## src/rtl/seg7_display_arbiter.sv

```systemverilog
// seg7_display_arbiter
//   Shares one seven-segment display driver between NUM_CLIENTS requesters.
//   Ownership is granted round-robin. An owner keeps the display until it
//   drops its request, or until it has held it for HOLD_CYCLES cycles while
//   another client is waiting. The owner's frame, digit mask and
//   decimal-point mask are forwarded to the driver through one register
//   stage. The outputs are blank while nobody owns the display.
//
// Ports
//   clk, reset            : single clock, synchronous active-high reset
//   req                   : per-client level request
//   client_data           : packed frames, client k at [k*WIDTH_NIBBLES*4 +: WIDTH_NIBBLES*4]
//   client_digit_enable   : packed digit masks, client k at [k*WIDTH_NIBBLES +: WIDTH_NIBBLES]
//   client_dp_enable      : packed decimal-point masks, same packing
//   grant                 : one-hot (or zero) current owner
//   busy                  : grant is nonzero
//   data / digit_enable / decimal_point_enable : registered owner slice to driver
//   dbg_state, dbg_rr_ptr, dbg_hold_cnt        : arbiter state for observation
//
// Handshake: req is a level. A client holds it for as long as it wants the
// display. grant[k] high means client k's slice reaches the driver outputs
// one cycle later. There is no other acknowledge.
module seg7_display_arbiter #(
   parameter int NUM_CLIENTS   = 4,
   parameter int WIDTH_NIBBLES = 6,
   parameter int HOLD_CYCLES   = 1024
) (
   input  logic                                   clk,
   input  logic                                   reset,
   input  logic [NUM_CLIENTS-1:0]                 req,
   input  logic [NUM_CLIENTS*WIDTH_NIBBLES*4-1:0] client_data,
   input  logic [NUM_CLIENTS*WIDTH_NIBBLES-1:0]   client_digit_enable,
   input  logic [NUM_CLIENTS*WIDTH_NIBBLES-1:0]   client_dp_enable,
   output logic [NUM_CLIENTS-1:0]                 grant,
   output logic                                   busy,
   output logic [WIDTH_NIBBLES*4-1:0]             data,
   output logic [WIDTH_NIBBLES-1:0]               digit_enable,
   output logic [WIDTH_NIBBLES-1:0]               decimal_point_enable,
   output logic                                   dbg_state,
   output logic [$clog2(NUM_CLIENTS)-1:0]         dbg_rr_ptr,
   output logic [$clog2(HOLD_CYCLES+1)-1:0]       dbg_hold_cnt
);

   localparam int PTR_W  = $clog2(NUM_CLIENTS);
   localparam int HOLD_W = $clog2(HOLD_CYCLES+1);
   localparam int DW     = WIDTH_NIBBLES*4;

   typedef enum logic {S_IDLE = 1'b0, S_OWNED = 1'b1} state_t;

   state_t                   r_state, w_state_nxt;
   logic [NUM_CLIENTS-1:0]   r_grant, w_grant_nxt;
   logic [PTR_W-1:0]         r_rr_ptr, w_rr_nxt;
   logic [HOLD_W-1:0]        r_hold_cnt, w_hold_nxt;
   logic [DW-1:0]            r_data, w_data;
   logic [WIDTH_NIBBLES-1:0] r_dig, w_dig;
   logic [WIDTH_NIBBLES-1:0] r_dp, w_dp;

   logic [PTR_W:0]           w_pick_all;   // {found, index} over all requesters
   logic [PTR_W:0]           w_pick_oth;   // {found, index} excluding the owner
   logic                     w_owner_req;
   logic                     w_hold_full;

   // Round-robin scan starting at ptr. The mask is doubled and rotated so
   // that offset i is bit i. Iterating downward lets the smallest offset
   // win, because its assignment comes last.
   function automatic logic [PTR_W:0] rr_pick(input logic [NUM_CLIENTS-1:0] mask,
                                              input logic [PTR_W-1:0]       ptr);
      logic [2*NUM_CLIENTS-1:0] rot;
      logic [PTR_W:0]           res;
      int                       t;
      rot = {mask, mask} >> ptr;
      res = '0;
      for (int i = NUM_CLIENTS-1; i >= 0; i--) begin
         if (rot[i]) begin
            t = int'(ptr) + i;
            if (t >= NUM_CLIENTS) t = t - NUM_CLIENTS;
            res = {1'b1, PTR_W'(t)};
         end
      end
      return res;
   endfunction

   function automatic logic [PTR_W-1:0] next_ptr(input logic [PTR_W-1:0] idx);
      return (idx == PTR_W'(NUM_CLIENTS-1)) ? '0 : idx + PTR_W'(1);
   endfunction

   assign w_pick_all  = rr_pick(req, r_rr_ptr);
   assign w_pick_oth  = rr_pick(req & ~r_grant, r_rr_ptr);
   assign w_owner_req = |(req & r_grant);
   assign w_hold_full = (r_hold_cnt == HOLD_W'(HOLD_CYCLES));

   always_comb begin
      w_state_nxt = r_state;
      w_grant_nxt = r_grant;
      w_rr_nxt    = r_rr_ptr;
      w_hold_nxt  = r_hold_cnt;
      case (r_state)
         S_IDLE: begin
            if (w_pick_all[PTR_W]) begin
               w_state_nxt = S_OWNED;
               w_grant_nxt = NUM_CLIENTS'(1) << w_pick_all[PTR_W-1:0];
               w_rr_nxt    = next_ptr(w_pick_all[PTR_W-1:0]);
               w_hold_nxt  = '0;
            end
         end
         S_OWNED: begin
            // Both a released request and an expired hold hand the display
            // to the next waiting client. Only a release can empty it.
            if (!w_owner_req || w_hold_full) begin
               if (w_pick_oth[PTR_W]) begin
                  w_grant_nxt = NUM_CLIENTS'(1) << w_pick_oth[PTR_W-1:0];
                  w_rr_nxt    = next_ptr(w_pick_oth[PTR_W-1:0]);
                  w_hold_nxt  = '0;
               end else if (!w_owner_req) begin
                  w_state_nxt = S_IDLE;
                  w_grant_nxt = '0;
                  w_hold_nxt  = '0;
               end
            end else begin
               w_hold_nxt = r_hold_cnt + HOLD_W'(1);
            end
         end
         default: begin
            w_state_nxt = S_IDLE;
            w_grant_nxt = '0;
            w_hold_nxt  = '0;
         end
      endcase
   end

   // Owner slice mux. r_grant is one-hot or zero, so OR-ing is a clean
   // select, and a zero grant yields a blank frame.
   always_comb begin
      w_data = '0;
      w_dig  = '0;
      w_dp   = '0;
      for (int k = 0; k < NUM_CLIENTS; k++) begin
         if (r_grant[k]) begin
            w_data = w_data | client_data[k*DW +: DW];
            w_dig  = w_dig  | client_digit_enable[k*WIDTH_NIBBLES +: WIDTH_NIBBLES];
            w_dp   = w_dp   | client_dp_enable[k*WIDTH_NIBBLES +: WIDTH_NIBBLES];
         end
      end
   end

   always_ff @(posedge clk) begin
      if (reset) begin
         r_state    <= S_IDLE;
         r_grant    <= '0;
         r_rr_ptr   <= '0;
         r_hold_cnt <= '0;
         r_data     <= '0;
         r_dig      <= '0;
         r_dp       <= '0;
      end else begin
         r_state    <= w_state_nxt;
         r_grant    <= w_grant_nxt;
         r_rr_ptr   <= w_rr_nxt;
         r_hold_cnt <= w_hold_nxt;
         r_data     <= w_data;
         r_dig      <= w_dig;
         r_dp       <= w_dp;
      end
   end

   assign grant                = r_grant;
   assign busy                 = |r_grant;
   assign data                 = r_data;
   assign digit_enable         = r_dig;
   assign decimal_point_enable = r_dp;
   assign dbg_state            = r_state;
   assign dbg_rr_ptr           = r_rr_ptr;
   assign dbg_hold_cnt         = r_hold_cnt;

endmodule

```

## config.mk

```make
export PLATFORM = sky130hd
export DESIGN_NAME = seg7_display_arbiter
export DESIGN_NICKNAME = d
export VERILOG_FILES = /design/src/rtl/seg7_display_arbiter.sv
export SDC_FILE = /design/constraint.sdc
export NUM_CORES = 1
export LEC_CHECK = 0
export BUFFER_PORTS_ARGS = -buffer_cell sky130_fd_sc_hd__buf_2
export CAP_MARGIN = 0
export CORE_MARGIN = 2
export CORE_UTILIZATION = 37
export CTS_CLUSTER_SIZE = 28
export DETAILED_ROUTE_END_ITERATION = 10
export HOLD_SLACK_MARGIN = 0.1
export PLACE_DENSITY = 0.79
export SKIP_LAST_GASP = 1
export SLEW_MARGIN = 20
export SYNTH_ARGS = -nofsm -noshare
export SYNTH_HDL_FRONTEND = slang
export SYNTH_SLANG_ARGS = --single-unit
```

## constraint.sdc

```tcl
create_clock -name clk -period 1.7 [get_ports clk]
set_clock_uncertainty 0.05 [all_clocks]
set_input_delay 0.085 -clock clk [delete_from_list [all_inputs] [get_ports clk]]
set_output_delay 0.085 -clock clk [all_outputs]
set_load 0.01 [all_outputs]
```

==> reports/qor.txt, run 1 <==
status = stopped before the end
halt point of the flow = 4_1_cts
error message = [ERROR RSZ-0060] Max buffer count reached.
post-CTS setup repair buffer count = 0
sequential area share after synthesis = 38.5%
Synth warnings = 0
Chip Height = 91.1 um
placer congestion estimate = 0.865
# resized after CTS = 13
area of placed instances = 4210 um2
Syn Nets = 483
Synth async-reset ratio = 0%
Post-Syn Instances = 326
Yosys cell types = 49
clock sinks = 54
Mapped Area = 2810 um2
Syn Area/Cell = 8.62 um2
root buffer cell = clkbuf_8
PortBufs = 204
pre-CTS WS = -0.136 ns
CTS max path bufs = 2
htree depth = 2
Top FF cell, synth = dfxtp_1
I/O pin total = 205
register bit total from synthesis = 54
Initial Utilization = 38.5%
hpwl dp = 8130 um
Hold Buf Count CTS = 131
number of synthesized flops with an enable pin = 0
TritonCTS buffer count = 5
chip width = 91.1 um
Row Count = 31
## cell families after synthesis
kind of cell,Yosys count,share of synthesized area (%)
adder cells (fa/ha/maj),7,3.12
XOR/XNOR,6,1.87
AO/OA/AOI/OAI,156,37.0
flip-flops,54,38.5
buffers and inverters,34,5.21
AND/OR/NAND/NOR,66,13.2
multiplexers,3,1.07
## cells in the mapped netlist (2+ instances only)
cell | number | area [um2]
buf_4 | 2 | 15.0
nor2b_1 | 4 | 25.0
xor2_1 | 3 | 26.3
nand3_1 | 10 | 50.1
buf_1 | 2 | 7.51
nor3_1 | 6 | 30.0
a22oi_1 | 72 | 541
and3_1 | 3 | 18.8
o21a_1 | 2 | 15.0
nand2_1 | 6 | 22.5
clkbuf_1 | 19 | 71.3
buf_2 | 3 | 15.0
inv_1 | 6 | 22.5
xnor2_1 | 3 | 26.3
nand2b_1 | 2 | 12.5
o211a_1 | 2 | 20.0
o21ai_0 | 11 | 55.1
mux2i_1 | 3 | 30.0
dfxtp_1 | 54 | 1080
a21oi_1 | 49 | 245
nand4_1 | 3 | 18.8
o22a_1 | 2 | 17.5
a311oi_1 | 2 | 17.5
or4_1 | 2 | 15.0
nor2_1 | 11 | 41.3
ha_1 | 7 | 87.6
or3_1 | 5 | 31.3
nor4_1 | 4 | 25.0
a31oi_1 | 2 | 12.5
a311o_1 | 2 | 20.0
and2_1 | 2 | 12.5
a22o_1 | 2 | 17.5
a211oi_1 | 4 | 30.0
## metrics by stage
step	hold slack (ns)	std cells
floorplan	0.215	326
global placement	0.305	645
detailed placement	0.314	645
==> run 2, diff against run 1 <==
--- a/config.mk
+++ b/config.mk
@@ -8,11 +8,9 @@
 export BUFFER_PORTS_ARGS = -buffer_cell sky130_fd_sc_hd__buf_2
 export CAP_MARGIN = 0
 export CORE_MARGIN = 2
-export CORE_UTILIZATION = 37
-export CTS_CLUSTER_SIZE = 28
+export CORE_UTILIZATION = 40
 export DETAILED_ROUTE_END_ITERATION = 10
-export HOLD_SLACK_MARGIN = 0.1
-export PLACE_DENSITY = 0.79
+export PLACE_DENSITY_LB_ADDON = 0.15
 export SKIP_LAST_GASP = 1
 export SLEW_MARGIN = 20
 export SYNTH_ARGS = -nofsm -noshare
==> constraint.sdc (replaced) <==
create_clock -name clk -period 2.2 [get_ports clk]
set_clock_uncertainty 0.05 [all_clocks]
set_input_delay 0.11 -clock clk [delete_from_list [all_inputs] [get_ports clk]]
set_output_delay 0.11 -clock clk [all_outputs]
set_load 0.01 [all_outputs]
==> run 2 against run 1 <==
- the run now ends clean
- synthesized cell count is the same
- area after synthesis is the same
==> reports/qor.txt, run 2 <==
final setup fails = 0
I/O pin total = 205
clock sinks = 54
drt total wl = 9960 um
htree depth = 2
Power, Total = 3.54 mW
commonest cells after routing, fill and taps aside = buf_2, a22oi_1, dfxtp_1, a21oi_1, buf_4
P_int = 2.24 mW
critical-path maximum fanout = 6
Static Leak = 1.87 nW
TritonCTS buffer count = 5
Synth warnings = 0
Setup crit start kind = flip-flop
Layout area overhead = 43.7%
crit path DAT = 2.09 ns
area of placed instances = 3920 um2
PortBufs = 204
Top FF cell, synth = dfxtp_1
synth cell count leaders = a22oi_1, dfxtp_1, a21oi_1
Sw Pwr = 1.30 mW
CORE AREA = 6790 um2
Area contributors post-synth = dfxtp_1, a22oi_1, a21oi_1
Yosys cell types = 49
cell taking the most area after synthesis = dfxtp_1
chip width = 87.8 um
status = complete, no violations
Final Hold Vio Count = 0
DR vias = 3,379
PwrDens = 878 nW/um2
Clk pwr share = 19.0%
register area = 1080 um2
number of max-cap violations = 0
clock transition at the registers of the reported paths = 0.09 ns
Initial Utilization = 41.3%
Syn Nets = 483
ant diodes = 0
most common cell in the netlist = a22oi_1
initial antenna violation count = 0
first-pass GRT wire length = 14,400 um
peak supply drop = 0.000448 V
Sw Ratio = 36.7%
Max Slew Vio Count = 0
Synth async-reset ratio = 0%
Tot GR Track Use = 23.5%
Layout Nets = 679
CTS tree = built
Final min period = 1.97 ns
share of cells above drive strength 1 = 43.7%
Syn Area/Cell = 8.62 um2
DR vias/cell = 5.47
Yosys top cell area share = 38.5%
RSZ-0062 raised after global routing = no
post-CTS setup repair buffer count = 0
clock latency on the worst-skew pair = 0.29 ns
drt first pass iters = 5
sequential area share after synthesis = 38.5%
max reg flops = 24
CP Class = reg -> reg
worst hold path class = in -> reg
max frequency = 0.509 GHz
relative slew slack = 68.1%
Mapped Area = 2810 um2
die footprint = 7710 um2
number of synthesized flops with an enable pin = 0
final antenna-violating net count = 0
kind of capture point of the worst setup path = flip-flop
commonest non-fill, non-tap cell in the layout = buf_2
WL/cell = 16.1 um
Filler cells = 647
Comb power frac = 44.1%
Chip Height = 87.8 um
Post-Syn Instances = 326
area of the multi-input gates = 1580 um2
largest net degree at the start of global routing = 40
placer congestion estimate = 0.881
hpwl dp = 7610 um
GR Overflow Total = 0
post-route cell area = 4040 um2
Hold Buf Count CTS = 0
Worst-Margin Slew = 0.474 ns
critical path required time = 2.32 ns
Row Count = 30
CTS max path bufs = 2
DR iter-0 viols = 239
vias in the first global route = 2,998
DRC viols = 0
fin crit share = 89.4%
setup tns final = 0 ns
register bit total from synthesis = 54
Reg power frac = 36.9%
root buffer cell = clkbuf_8
==> run 2: cell counts after synthesis <==
No cell type changed its count.
==> run 2: final cells by class <==
type,instances,share of cell area (%)
Timing Repair Buffer,216,27.5
Clock inverter,1,0.744
Multi-Input combinational cell,238,39.2
Inverter,7,0.651
Tap cell,96,2.98
Sequential cell,54,26.8
Clock buffer,6,2.05
==> run 2: cells by family after synthesis <==
logic type,Yosys count,synth area share (%)
compound gates,156,37.0
simple gates,66,13.2
flops,54,38.5
buf+inv,34,5.21
fa+ha+maj,7,3.12
xor+xnor,6,1.87
mux,3,1.07
==> run 2: worst paths after layout <==
| path | startpoint | end | slack [ns] | depth (start not counted) |
|---|---|---|---|---|
| setup / recovery | grant[1]$_SDFFE_PP0P_ | grant[3]$_SDFFE_PP0P_ | 0.23 | 7 |
| hold / removal | client_data[83] | data[11]$_SDFF_PP0_ | 0.03 | 3 |
| setup reg to reg | grant[1]$_SDFFE_PP0P_ | grant[3]$_SDFFE_PP0P_ | 0.23 | 7 |
| hold reg to reg | dbg_hold_cnt[9]$_SDFFE_PP0P_ | dbg_hold_cnt[9]$_SDFFE_PP0P_ | 0.49 | 2 |
==> run 2: metal layers <==
layer  wire, um  global-route usage, %
met1       4130                   29.8
met2       4890                   40.8
met3        808                   4.71
met4        126                   5.87
met5          0                      0
==> run 2: worst max-delay path: stages (launching register included) <==
cell	delay (ns)
dfxtp_1	0.41
nor2b_1	0.12
or3_1	0.38
o211a_1	0.18
ha_1	0.20
and3_1	0.16
a2111oi_1	0.27
nor3_1	0.07
==> run 2: through the flow <==
step	util, %	cells	setup WS, ns	hold slack [ns]
3_3_place_gp	57.7	611	0.210	0.329
3_5_place_dp	57.7	611	0.141	0.335
5_1_grt	59.4	618	0.0521	0.0173
4_1_cts	59.4	618	0.103	0.0150
6_report	59.4	618	0.234	0.0300
2_1_floorplan	-	326	0.279	0.240
==> run 2: power groups by stage <==
stage	sequential, mW	combinational, mW	clock [mW]
global route	1.33	1.71	0.726
floorplan	1.41	0.858	0
finish	1.31	1.56	0.673
CTS	1.30	1.57	0.697
global placement	1.32	1.55	0
detailed placement	1.32	1.57	0
==> run 2: what timing repair did <==
action | in CTS | in global routing
endpoints found under the hold margin | 0 | 0
setup endpoints to repair | 0 | 3
resized for setup | 0 | 2
Power figures use the tool's default switching activity.
==> run 3, diff against run 2 <==
--- a/config.mk
+++ b/config.mk
@@ -10,6 +10,7 @@
 export CORE_MARGIN = 2
 export CORE_UTILIZATION = 40
 export DETAILED_ROUTE_END_ITERATION = 10
+export HOLD_SLACK_MARGIN = 0.15
 export PLACE_DENSITY_LB_ADDON = 0.15
 export SKIP_LAST_GASP = 1
 export SLEW_MARGIN = 20
==> run 3 against run 2 <==
- the run now fails in 4_1_cts
- area after synthesis unchanged
- synthesized cell count is the same
==> reports/qor.txt, run 3 <==
placer congestion estimate = 0.881
Hold Buf Count CTS = 124
Top FF cell, synth = dfxtp_1
TritonCTS buffer count = 5
root buffer cell = clkbuf_8
synth cell count leaders = a22oi_1, dfxtp_1, a21oi_1
htree depth = 2
CTS max path bufs = 2
Synth async-reset ratio = 0%
Row Count = 30
Syn Nets = 483
status = stopped before the end
# resized after CTS = 0
post-CTS setup repair buffer count = 0
sequential area share after synthesis = 38.5%
Chip Height = 87.8 um
Post-Syn Instances = 326
chip width = 87.8 um
Initial Utilization = 41.3%
Area contributors post-synth = dfxtp_1, a22oi_1, a21oi_1
cell taking the most area after synthesis = dfxtp_1
most common cell in the netlist = a22oi_1
halt point of the flow = 4_1_cts
Yosys top cell area share = 38.5%
clock sinks = 54
I/O pin total = 205
Yosys cell types = 49
Synth warnings = 0
hpwl dp = 7610 um
error message = [ERROR RSZ-0060] Max buffer count reached.
number of synthesized flops with an enable pin = 0
PortBufs = 204
Syn Area/Cell = 8.62 um2
Mapped Area = 2810 um2
register bit total from synthesis = 54
[run 3: kinds of logic after synthesis]
kind of cell / synth area share [%]
fa+ha+maj: 3.12
buf+inv: 5.21
simple gates: 13.2
mux: 1.07
xor+xnor: 1.87
flops: 38.5
compound gates: 37.0
[run 3: per-stage QoR]
step,instance area (um2),std cells,worst slack [ns]
global placement,3920,611,0.210
floorplan,2810,326,0.279
detailed placement,3920,611,0.141
